File: src/rtl/alarm_ring_ctrl_pkg.sv
// Shared definitions for the ring alarm overlay.
// Holds the visible-area limits, ring box geometry, ring colours and FSM state codes.
// Used by alarm_ring_ctrl and its frame tick sub-module. The optional build macro
// RING_COLOR_ALT_EN lives in alarm_ring_ctrl.sv.
package alarm_ring_ctrl_pkg;

  typedef logic [11:0] rgb_t;
  typedef logic [1:0]  ring_state_t;

  // Visible raster size
  localparam int unsigned H_VISIBLE = 640;
  localparam int unsigned V_VISIBLE = 480;

  // Ring box, inclusive corners (40x40)
  localparam logic [9:0] RING_X0 = 10'd550;
  localparam logic [9:0] RING_X1 = 10'd589;
  localparam logic [9:0] RING_Y0 = 10'd80;
  localparam logic [9:0] RING_Y1 = 10'd119;

  // Ring colours, 4 bits per channel
  localparam rgb_t RING_RED = 12'hF00;
  localparam rgb_t RING_YEL = 12'hFF0;

  // FSM state codes; code 3 is unused and falls back to idle
  localparam ring_state_t StIdle    = 2'd0;
  localparam ring_state_t StRinging = 2'd1;
  localparam ring_state_t StHold    = 2'd2;

  // Pixel lies inside the ring box; for the figure generator
  function automatic logic in_ring_box(input logic [9:0] x, input logic [9:0] y);
    return (x >= RING_X0) && (x <= RING_X1) && (y >= RING_Y0) && (y <= RING_Y1);
  endfunction

endpackage

File: src/rtl/alarm_ring_ctrl_if.sv
// Signal bundle between the VGA/timer side and the ring alarm controller.
// master: drives pixel timing, timer level and ack; slave: the controller.
interface alarm_ring_ctrl_if;

  logic        pixel_tick;
  logic [9:0]  pixel_x;
  logic [9:0]  pixel_y;
  logic        timer_done;
  logic        ring_ack;
  logic        ring_on;
  logic [11:0] ring_RGB;
  logic        alarm_active;

  modport master (
    output pixel_tick,
    output pixel_x,
    output pixel_y,
    output timer_done,
    output ring_ack,
    input  ring_on,
    input  ring_RGB,
    input  alarm_active
  );

  modport slave (
    input  pixel_tick,
    input  pixel_x,
    input  pixel_y,
    input  timer_done,
    input  ring_ack,
    output ring_on,
    output ring_RGB,
    output alarm_active
  );

endinterface

File: src/rtl/alarm_ring_ctrl_frame_tick_gen.sv
// End-of-frame strobe: one pixel enable on the last visible pixel.
// Shared by the display overlays so all of them commit changes on the same cycle.
module alarm_ring_ctrl_frame_tick_gen
  import alarm_ring_ctrl_pkg::*;
(
  input  logic       pixel_tick,
  input  logic [9:0] pixel_x,
  input  logic [9:0] pixel_y,
  output logic       frame_tick
);

  localparam logic [9:0] LastX = 10'(H_VISIBLE - 1);
  localparam logic [9:0] LastY = 10'(V_VISIBLE - 1);

  // Decode the last visible pixel of the frame
  always_comb begin
    frame_tick = pixel_tick && (pixel_x == LastX) && (pixel_y == LastY);
  end

endmodule

File: src/rtl/alarm_ring_ctrl.sv
// Ring alarm sequencer for the clock display.
// Latches a timer expiry, blinks the ring box at a frame-locked rate until the
// user acks or a timeout expires, then waits for the timer to clear before
// rearming. Visible outputs only change on the end-of-frame strobe.
// Build option: define RING_COLOR_ALT_EN to keep the box lit for the whole ring
// and alternate red/yellow instead of blinking.
module alarm_ring_ctrl
  import alarm_ring_ctrl_pkg::*;
#(
  parameter int unsigned BLINK_FRAMES   = 30,
  parameter int unsigned TIMEOUT_FRAMES = 1800,
  parameter int unsigned CNT_W          = 11
) (
  input  logic               clk,
  input  logic               reset,
  alarm_ring_ctrl_if.slave   bus
);

  localparam logic [CNT_W-1:0] BlinkLast   = CNT_W'(BLINK_FRAMES - 1);
  localparam logic [CNT_W-1:0] TimeoutLast = CNT_W'(TIMEOUT_FRAMES - 1);

  logic             frame_tick;
  logic             done_q;
  logic             rise;
  ring_state_t      state_q, state_d;
  logic [CNT_W-1:0] blink_cnt_q, blink_cnt_d;
  logic [CNT_W-1:0] to_cnt_q, to_cnt_d;
  logic             phase_q, phase_d;
  logic             ring_on_q, ring_on_d;
  rgb_t             ring_rgb_q, ring_rgb_d;

  alarm_ring_ctrl_frame_tick_gen u_frame_tick_gen (
    .pixel_tick (bus.pixel_tick),
    .pixel_x    (bus.pixel_x),
    .pixel_y    (bus.pixel_y),
    .frame_tick (frame_tick)
  );

  // Timer expiry edge; done_q resets high so a level already high at release is ignored
  always_comb begin
    rise = bus.timer_done & ~done_q;
  end

  // FSM and frame counters next state
  always_comb begin
    state_d     = state_q;
    blink_cnt_d = blink_cnt_q;
    to_cnt_d    = to_cnt_q;
    phase_d     = phase_q;
    case (state_q)
      StIdle: begin
        if (rise) begin
          state_d     = StRinging;
          blink_cnt_d = '0;
          to_cnt_d    = '0;
          phase_d     = 1'b1;
        end
      end
      StRinging: begin
        // Ack beats a coincident frame tick and freezes the counters
        if (bus.ring_ack) begin
          state_d = StHold;
        end else if (frame_tick) begin
          if (to_cnt_q == TimeoutLast) begin
            state_d = StHold;
          end else begin
            to_cnt_d = to_cnt_q + 1'b1;
          end
          if (blink_cnt_q == BlinkLast) begin
            blink_cnt_d = '0;
            phase_d     = ~phase_q;
          end else begin
            blink_cnt_d = blink_cnt_q + 1'b1;
          end
        end
      end
      StHold: begin
        // Timer must go low before another expiry can ring
        if (!bus.timer_done) begin
          state_d = StIdle;
        end
      end
      default: begin
        state_d = StIdle;
      end
    endcase
  end

  // Visible outputs, committed only at end of frame to avoid tearing
  always_comb begin
    ring_on_d  = ring_on_q;
    ring_rgb_d = ring_rgb_q;
    if (frame_tick) begin
`ifdef RING_COLOR_ALT_EN
      ring_on_d  = (state_q == StRinging);
      ring_rgb_d = ((state_q == StRinging) && !phase_q) ? RING_YEL : RING_RED;
`else
      ring_on_d  = (state_q == StRinging) & phase_q;
      ring_rgb_d = RING_RED;
`endif
    end
  end

  // State, counters and output registers
  always_ff @(posedge clk or posedge reset) begin
    if (reset) begin
      done_q      <= 1'b1;
      state_q     <= StIdle;
      blink_cnt_q <= '0;
      to_cnt_q    <= '0;
      phase_q     <= 1'b0;
      ring_on_q   <= 1'b0;
      ring_rgb_q  <= RING_RED;
    end else begin
      done_q      <= bus.timer_done;
      state_q     <= state_d;
      blink_cnt_q <= blink_cnt_d;
      to_cnt_q    <= to_cnt_d;
      phase_q     <= phase_d;
      ring_on_q   <= ring_on_d;
      ring_rgb_q  <= ring_rgb_d;
    end
  end

  // Drive the bus from the registers; alarm_active follows the state register
  always_comb begin
    bus.ring_on      = ring_on_q;
    bus.ring_RGB     = ring_rgb_q;
    bus.alarm_active = (state_q == StRinging);
  end

endmodule

File: src/flat_wrapper.sv
// flat-port wrapper written by rule: the top's interface ports become plain ports
module alarm_ring_ctrl_flat import alarm_ring_ctrl_pkg::*;
#(
  parameter int unsigned BLINK_FRAMES   = 30,
  parameter int unsigned TIMEOUT_FRAMES = 1800,
  parameter int unsigned CNT_W          = 11
)
  (clk, reset, bus_pixel_tick, bus_pixel_x, bus_pixel_y, bus_timer_done, bus_ring_ack, bus_ring_on, bus_ring_RGB, bus_alarm_active);
  alarm_ring_ctrl_if bus_i ();
  input  logic clk;
  input  logic reset;
  input wire logic [$bits(bus_i.pixel_tick)-1:0] bus_pixel_tick;
  input wire logic [$bits(bus_i.pixel_x)-1:0] bus_pixel_x;
  input wire logic [$bits(bus_i.pixel_y)-1:0] bus_pixel_y;
  input wire logic [$bits(bus_i.timer_done)-1:0] bus_timer_done;
  input wire logic [$bits(bus_i.ring_ack)-1:0] bus_ring_ack;
  output wire logic [$bits(bus_i.ring_on)-1:0] bus_ring_on;
  output wire logic [$bits(bus_i.ring_RGB)-1:0] bus_ring_RGB;
  output wire logic [$bits(bus_i.alarm_active)-1:0] bus_alarm_active;
  assign bus_i.pixel_tick = bus_pixel_tick;
  assign bus_i.pixel_x = bus_pixel_x;
  assign bus_i.pixel_y = bus_pixel_y;
  assign bus_i.timer_done = bus_timer_done;
  assign bus_i.ring_ack = bus_ring_ack;
  assign bus_ring_on = bus_i.ring_on;
  assign bus_ring_RGB = bus_i.ring_RGB;
  assign bus_alarm_active = bus_i.alarm_active;
  alarm_ring_ctrl #(.BLINK_FRAMES(BLINK_FRAMES), .TIMEOUT_FRAMES(TIMEOUT_FRAMES), .CNT_W(CNT_W)) u_core (.clk(clk), .reset(reset), .bus(bus_i));
endmodule
File: config.mk
export PLATFORM = sky130hd
export DESIGN_NAME = alarm_ring_ctrl_flat
export DESIGN_NICKNAME = d
export VERILOG_FILES = /design/src/rtl/alarm_ring_ctrl_pkg.sv /design/src/rtl/alarm_ring_ctrl_if.sv /design/src/rtl/alarm_ring_ctrl_frame_tick_gen.sv /design/src/rtl/alarm_ring_ctrl.sv /design/src/flat_wrapper.sv
export SDC_FILE = /design/constraint.sdc
export NUM_CORES = 1
export LEC_CHECK = 0
export CAP_MARGIN = 30
export CELL_PAD_IN_SITES_DETAIL_PLACEMENT = 0
export CELL_PAD_IN_SITES_GLOBAL_PLACEMENT = 1
export CORE_UTILIZATION = 32
export CTS_CLUSTER_SIZE = 24
export DETAILED_ROUTE_END_ITERATION = 10
export PLACE_DENSITY_LB_ADDON = 0.3
export SLEW_MARGIN = 40
export SYNTH_ARGS = -nofsm -noshare
export SYNTH_HDL_FRONTEND = slang
export SYNTH_SLANG_ARGS = --single-unit
File: constraint.sdc
create_clock -name clk -period 2.51 [get_ports clk]
set_clock_uncertainty 0.1 [all_clocks]
set_input_delay 0.251 -clock clk [delete_from_list [all_inputs] [get_ports clk]]
set_output_delay 0.251 -clock clk [all_outputs]
set_load 0.02 [all_outputs]
== Yosys cells after proc, flatten, opt, wreduce, memory -nomap -nowiden ==
Cells that the tools add are included.

* Register bits after elaboration: 27
* Input bits: 25
* Output and inout port bits: 14
* Logic and storage cells: 54

* Add/sub/neg operators: 2
* Eq/ne operators: 14
* Muxes and demuxes: 20
* Bitwise gates (word level): 4
* Reduce and logical (&&, ||, !) cells: 8

{| class="wikitable"
|+ Operators with widths
! kind !! count
|-
| 11-bit 2-to-1 mux || 7
|-
| 11-bit case mux with 2 select lines || 2
|-
| 11-bit by 1-bit adder with 11-bit output (second input constant) || 2
|-
| 11-bit == test (second input constant) || 1
|-
| 11-bit by 5-bit == test with 1-bit output (second input constant) || 1
|-
| 10-bit == test (second input constant) || 1
|-
| 10-bit by 9-bit == test with 1-bit output (second input constant) || 1
|-
| 2-bit 2-to-1 mux || 5
|-
| 5-bit AND reduction || 2
|-
| 4-bit AND reduction || 2
|-
| 2-bit by 1-bit inequality test with 1-bit output (second input constant) || 3
|-
| 2-bit inequality test (second input constant) || 3
|-
| 3-bit by 2-bit inequality test with 1-bit output (second input constant) || 2
|-
| 2-bit case mux with 3 select lines || 1
|-
| 1-bit 2-to-1 mux || 4
|-
| 1-bit AND || 2
|-
| 2-bit by 1-bit == test with 1-bit output (second input constant) || 1
|-
| 2-bit == test (second input constant) || 1
|-
| 1-bit logical AND || 2
|-
| 2-bit zero test || 1
|-
| 1-bit inverter || 2
|-
| 1-bit case mux with 2 select lines || 1
|-
| 2-bit nonzero test || 1
|}

== Longest topological paths before layout ==
* Depth after elaboration: 6
* Gate-level depth with buffers: 7
* Gate-level depth less buffers: 7

== Hierarchy ==
From an unflattened synthesis, not the netlist that was laid out.

* Cells, all modules: 171
* Area, all modules: 1655.3 sq um

{| class="wikitable"
|+ Modules (own cells, without submodules)
! module !! times used !! cells each !! area each (sq um) !! sequential area each (sq um)
|-
| alarm_ring_ctrl || 1 || 163 || 1595.3 || 676.9
|-
| alarm_ring_ctrl_frame_tick_gen || 1 || 8 || 60.1 || 0.0
|}

== Worst setup path before layout ==
Ideal clock, no wire load.

* Path kind: reg2reg
* Start: reg u_core.to_cnt_q[7]
* End: reg u_core.to_cnt_q[2]
* Setup time: 79 ps
* Arrival time: 1703 ps
* Data required time: 2331 ps
* Path slack: 628 ps
* Stages on the path, launching flop included: 7
* Path buffers: 1
* Clock period less this slack: 1882 ps
* Cell sequence: dfrtp_1 or4b_1 or4_1 buf_2 a21oi_2 a21oi_1 mux2i_1

* Word-level cells in the longest chain between the ends: 3

{| class="wikitable"
|+ Ends and longest elaborated chain
! element !! RTL line !! source
|-
| start: declaration || alarm_ring_ctrl.sv:27 || <nowiki>logic [CNT_W-1:0] to_cnt_q, to_cnt_d;</nowiki>
|-
| start signal: assignment || alarm_ring_ctrl.sv:118 || <nowiki>to_cnt_q <= to_cnt_d;</nowiki>
|-
| 11-bit == test || alarm_ring_ctrl.sv:64 || <nowiki>if (to_cnt_q == TimeoutLast) begin</nowiki>
|-
| 2-bit inequality test (no line) || n/a ||
|-
| 5-bit AND reduction (no line) || n/a ||
|}

No other way between the ends.
A chain may end at the register's enable or synchronous reset.

== Worst setup path in the final report ==
* Start: reg u_core.to_cnt_q[3]
* End: reg u_core.state_q[1]

* Word-level cells in the longest chain between the ends: 3

{| class="wikitable"
|+ Ends and longest elaborated chain
! element !! RTL line !! source
|-
| 11-bit == test || alarm_ring_ctrl.sv:64 ||
|-
| 3-bit by 2-bit inequality test with 1-bit output (no line) || n/a ||
|-
| 4-bit AND reduction (no line) || n/a ||
|-
| end signal: assignment || alarm_ring_ctrl.sv:108 || <nowiki>state_q <= StIdle;</nowiki>
|-
| end signal: assignment || alarm_ring_ctrl.sv:116 || <nowiki>state_q <= state_d;</nowiki>
|-
| end: declaration || alarm_ring_ctrl.sv:25 || <nowiki>ring_state_t state_q, state_d;</nowiki>
|}

No other way between the ends.

==> impl_metrics.ini <==
[outcome]
status = finished clean

[power_and_ir_drop]
p_leak_nw = 0.837
finalPower_w = 0.000919
power.density_nw_per_um2 = 458
peakVddDrop_mv = 0.334

[grt]
grt_pass1_vias = 1260
grt_usage_pct = 14.8
grt_pass1_wl_um = 6250
gr-total-overflow = 0
grt_max_degree = 28
antenna_found_initial = 0

[logic_synthesis]
synth_area_per_cell_um2 = 8.94
netlist.area_leader.share_pct = 39.8
synth-seq-cells = 27
yosys_warnings = 0
yosys.area.top_type = dfrtp_1
synth.area.top_cells = dfrtp_1 40%, buf_4 6.0%, a31oi_1 5.4%
yosysUniqueCellTypes = 42
synthFlopType = dfrtp_1
async_reset_ff_share_pct = 100
synthCells = 183
ys_seq_area_share_pct = 41.4
syn_area_um2 = 1640
synth_edf_count = 0

[clocking]
cts.clk_slew.worst_paths_ns = 0.09
clkLatencyLatePin_ns = 0.27
cts_tree = yes
cts_max_level = 1
cts_setup_buffers = 0
clockBufferDepth = 2
clkSinkCount = 27
root_buffer = clkbuf_8
cts-resized-gates = 0
numCtsBuffers = 3
postCtsHoldBufs = 0

[drt]
drtIter0Drc = 58
routed_wl_um = 3780
post_drt_wl_per_cell_um = 13.5
firstDrtPassIters = 4
ant_nets = 0
routed-via-count = 1444
drc_errors = 0
vias_per_cell = 5.16

[timing]
rsz0062_at_grt = false
maxClockFrequency_mhz = 478
finalCritPeriodShare_pct = 83.3
setup_viol_count_final = 0
finalHoldViolations = 0
tns_ns = 0
min_period_ns = 2.09
slew_viol_final = 0

[place]
gp_congestion = 0.756
numPortBuffers = 26
hpwl_um = 2780
placedCellCount = 276

[critical_path]
cp_max_fo = 7
crit_type = reg2reg
worstPathArrival_ns = 2.18
required_ns = 2.60
cp-start-kind = flip-flop
worst_setup_path_end_kind = flip-flop

[layout]
postLayoutCoreUtil_pct = 41.7
n_antenna_cell = 0
area_growth_syn_to_layout_pct = 22.7
layoutNonFillerInstCount = 280
layout.nets = 242
drive_above_1_share_pct = 9.39

[run]
drv_cap = 0

[hold_path]
holdCritPathClass = in2async

[die]
die_w_um = 73.5
fp.coreArea_um2 = 4820
ioPinCount = 39
start_util_pct = 34.0
die-area_um2 = 5400
die_h_um = 73.5
num_rows = 25
-- report_power, final --
part	leakage [nW]	total [W]	internal (W)	switching, W
logic	0.448	0.000194	0.0000875	0.000107
clock network	0.0228	0.000250	0.000114	0.000136
registers	0.366	0.000475	0.000459	0.0000162
-- registers in the layout, indices dropped and copies added (netlist names) --
signal              count
u_core.blink_cnt_q     11
u_core.phase_q          1
u_core.bus.ring_on      1
u_core.to_cnt_q        11
u_core.done_q           1
u_core.state_q          2
-- stage by stage --
stage / instance area, um^2 / setup slack, ns / hold slack, ns
floorplan: 1670 / 0.628 / 0.155
global placement: 1960 / 0.261 / 0.377
detailed placement: 1960 / 0.247 / 0.379
CTS: 2010 / 0.414 / 0.250
global route: 2010 / 0.285 / 0.296
finish: 2010 / 0.420 / 0.240
-- path summary, 6_finish.rpt --
check                                                 from                               to  slack (ns)  cells past startpoint
min in group clk                            bus_timer_done          u_core.done_q$_DFF_PP1_        0.32                      1
setup reg to reg            u_core.to_cnt_q[3]$_DFFE_PP0P_    u_core.state_q[1]$_DFFE_PP0P_        0.42                      5
hold reg to reg            u_core.to_cnt_q[10]$_DFFE_PP0P_  u_core.to_cnt_q[10]$_DFFE_PP0P_        0.39                      1
hold / removal                                       reset   u_core.to_cnt_q[4]$_DFFE_PP0P_        0.24                      3
setup / recovery            u_core.to_cnt_q[3]$_DFFE_PP0P_    u_core.state_q[1]$_DFFE_PP0P_        0.42                      5
max in group asynchronous                            reset          u_core.done_q$_DFF_PP1_        1.77                      3
-- cell usage in the layout (no fill, tap or decap), types with 2 or more instances in the layout --
| master | count |
|---|---|
| dfrtp_1 | 26 |
| buf_4 | 9 |
| nand2_1 | 14 |
| mux2i_1 | 3 |
| a21oi_1 | 10 |
| ha_1 | 3 |
| o21ai_1 | 2 |
| a32oi_1 | 3 |
| o21ai_0 | 7 |
| nor2b_1 | 2 |
| nand4_1 | 8 |
| nor3_1 | 2 |
| clkbuf_8 | 3 |
| inv_1 | 5 |
| conb_1 | 12 |
| nand2b_1 | 3 |
| clkdlybuf4s50_1 | 26 |
| o31ai_1 | 8 |
| nand3_1 | 14 |
| or4_1 | 2 |
| a31oi_1 | 14 |
| and3_1 | 11 |
| nor2_1 | 7 |
-- critical path, cell delays in order (launching register included) --
cell and delay [ns]:
dfrtp_1 0.45, or4b_1 0.50, or4_1 0.57, nor3_2 0.22, o21ai_1 0.08, o21ai_0 0.09
-- Yosys cell counts (2+ instances only) --
cell and instances:
o21ai_0 7, conb_1 2, o31ai_1 8, nor2b_1 2
mux2i_1 3, nand4_1 8, a31oi_1 14, a32oi_1 3
nand3_1 14, nand2_1 14, or4_1 2, ha_1 3
buf_2 2, o21ai_1 2, and3_1 11, nor3_1 2
dfrtp_1 26, a21oi_1 10, clkbuf_1 3, nand2b_1 3
buf_4 13, inv_1 5, nor2_1 7
-- kinds of logic (layout without fill, tap and decap cells) --
family,after synthesis,count (layout),share of synthesized area [%]
multiplexers,4,4,2.52
flip-flops,27,27,41.4
buffers and inverters,24,44,8.64
AO/OA/AOI/OAI,49,49,19.0
adder cells (fa/ha/maj),3,3,2.29
other,2,12,0.459
AND/OR/NAND/NOR,74,74,25.7
-- cell type report --
type / count / area (um^2)
Fill cell: 503 / 2810
Multi-Input combinational cell: 142 / 856
Sequential cell: 27 / 677
Timing Repair Buffer: 35 / 328
Tap cell: 67 / 83.8
Clock buffer: 4 / 45.0
Inverter: 5 / 18.8
-- layer usage --
| layer | part of all wire [%] | global-route usage [%] | vias to the layer above |
|---|---|---|---|
| met1 | 49 | 21.5 | 695 |
| met4 | 0.71 | 2.56 | 0 |
| li1 | - | - | 725 |
| met3 | 2.2 | 2.47 | 2 |
| met5 | 0 | 0 | - |
| met2 | 48 | 23.2 | 22 |
Power figures use the tool's default switching activity.
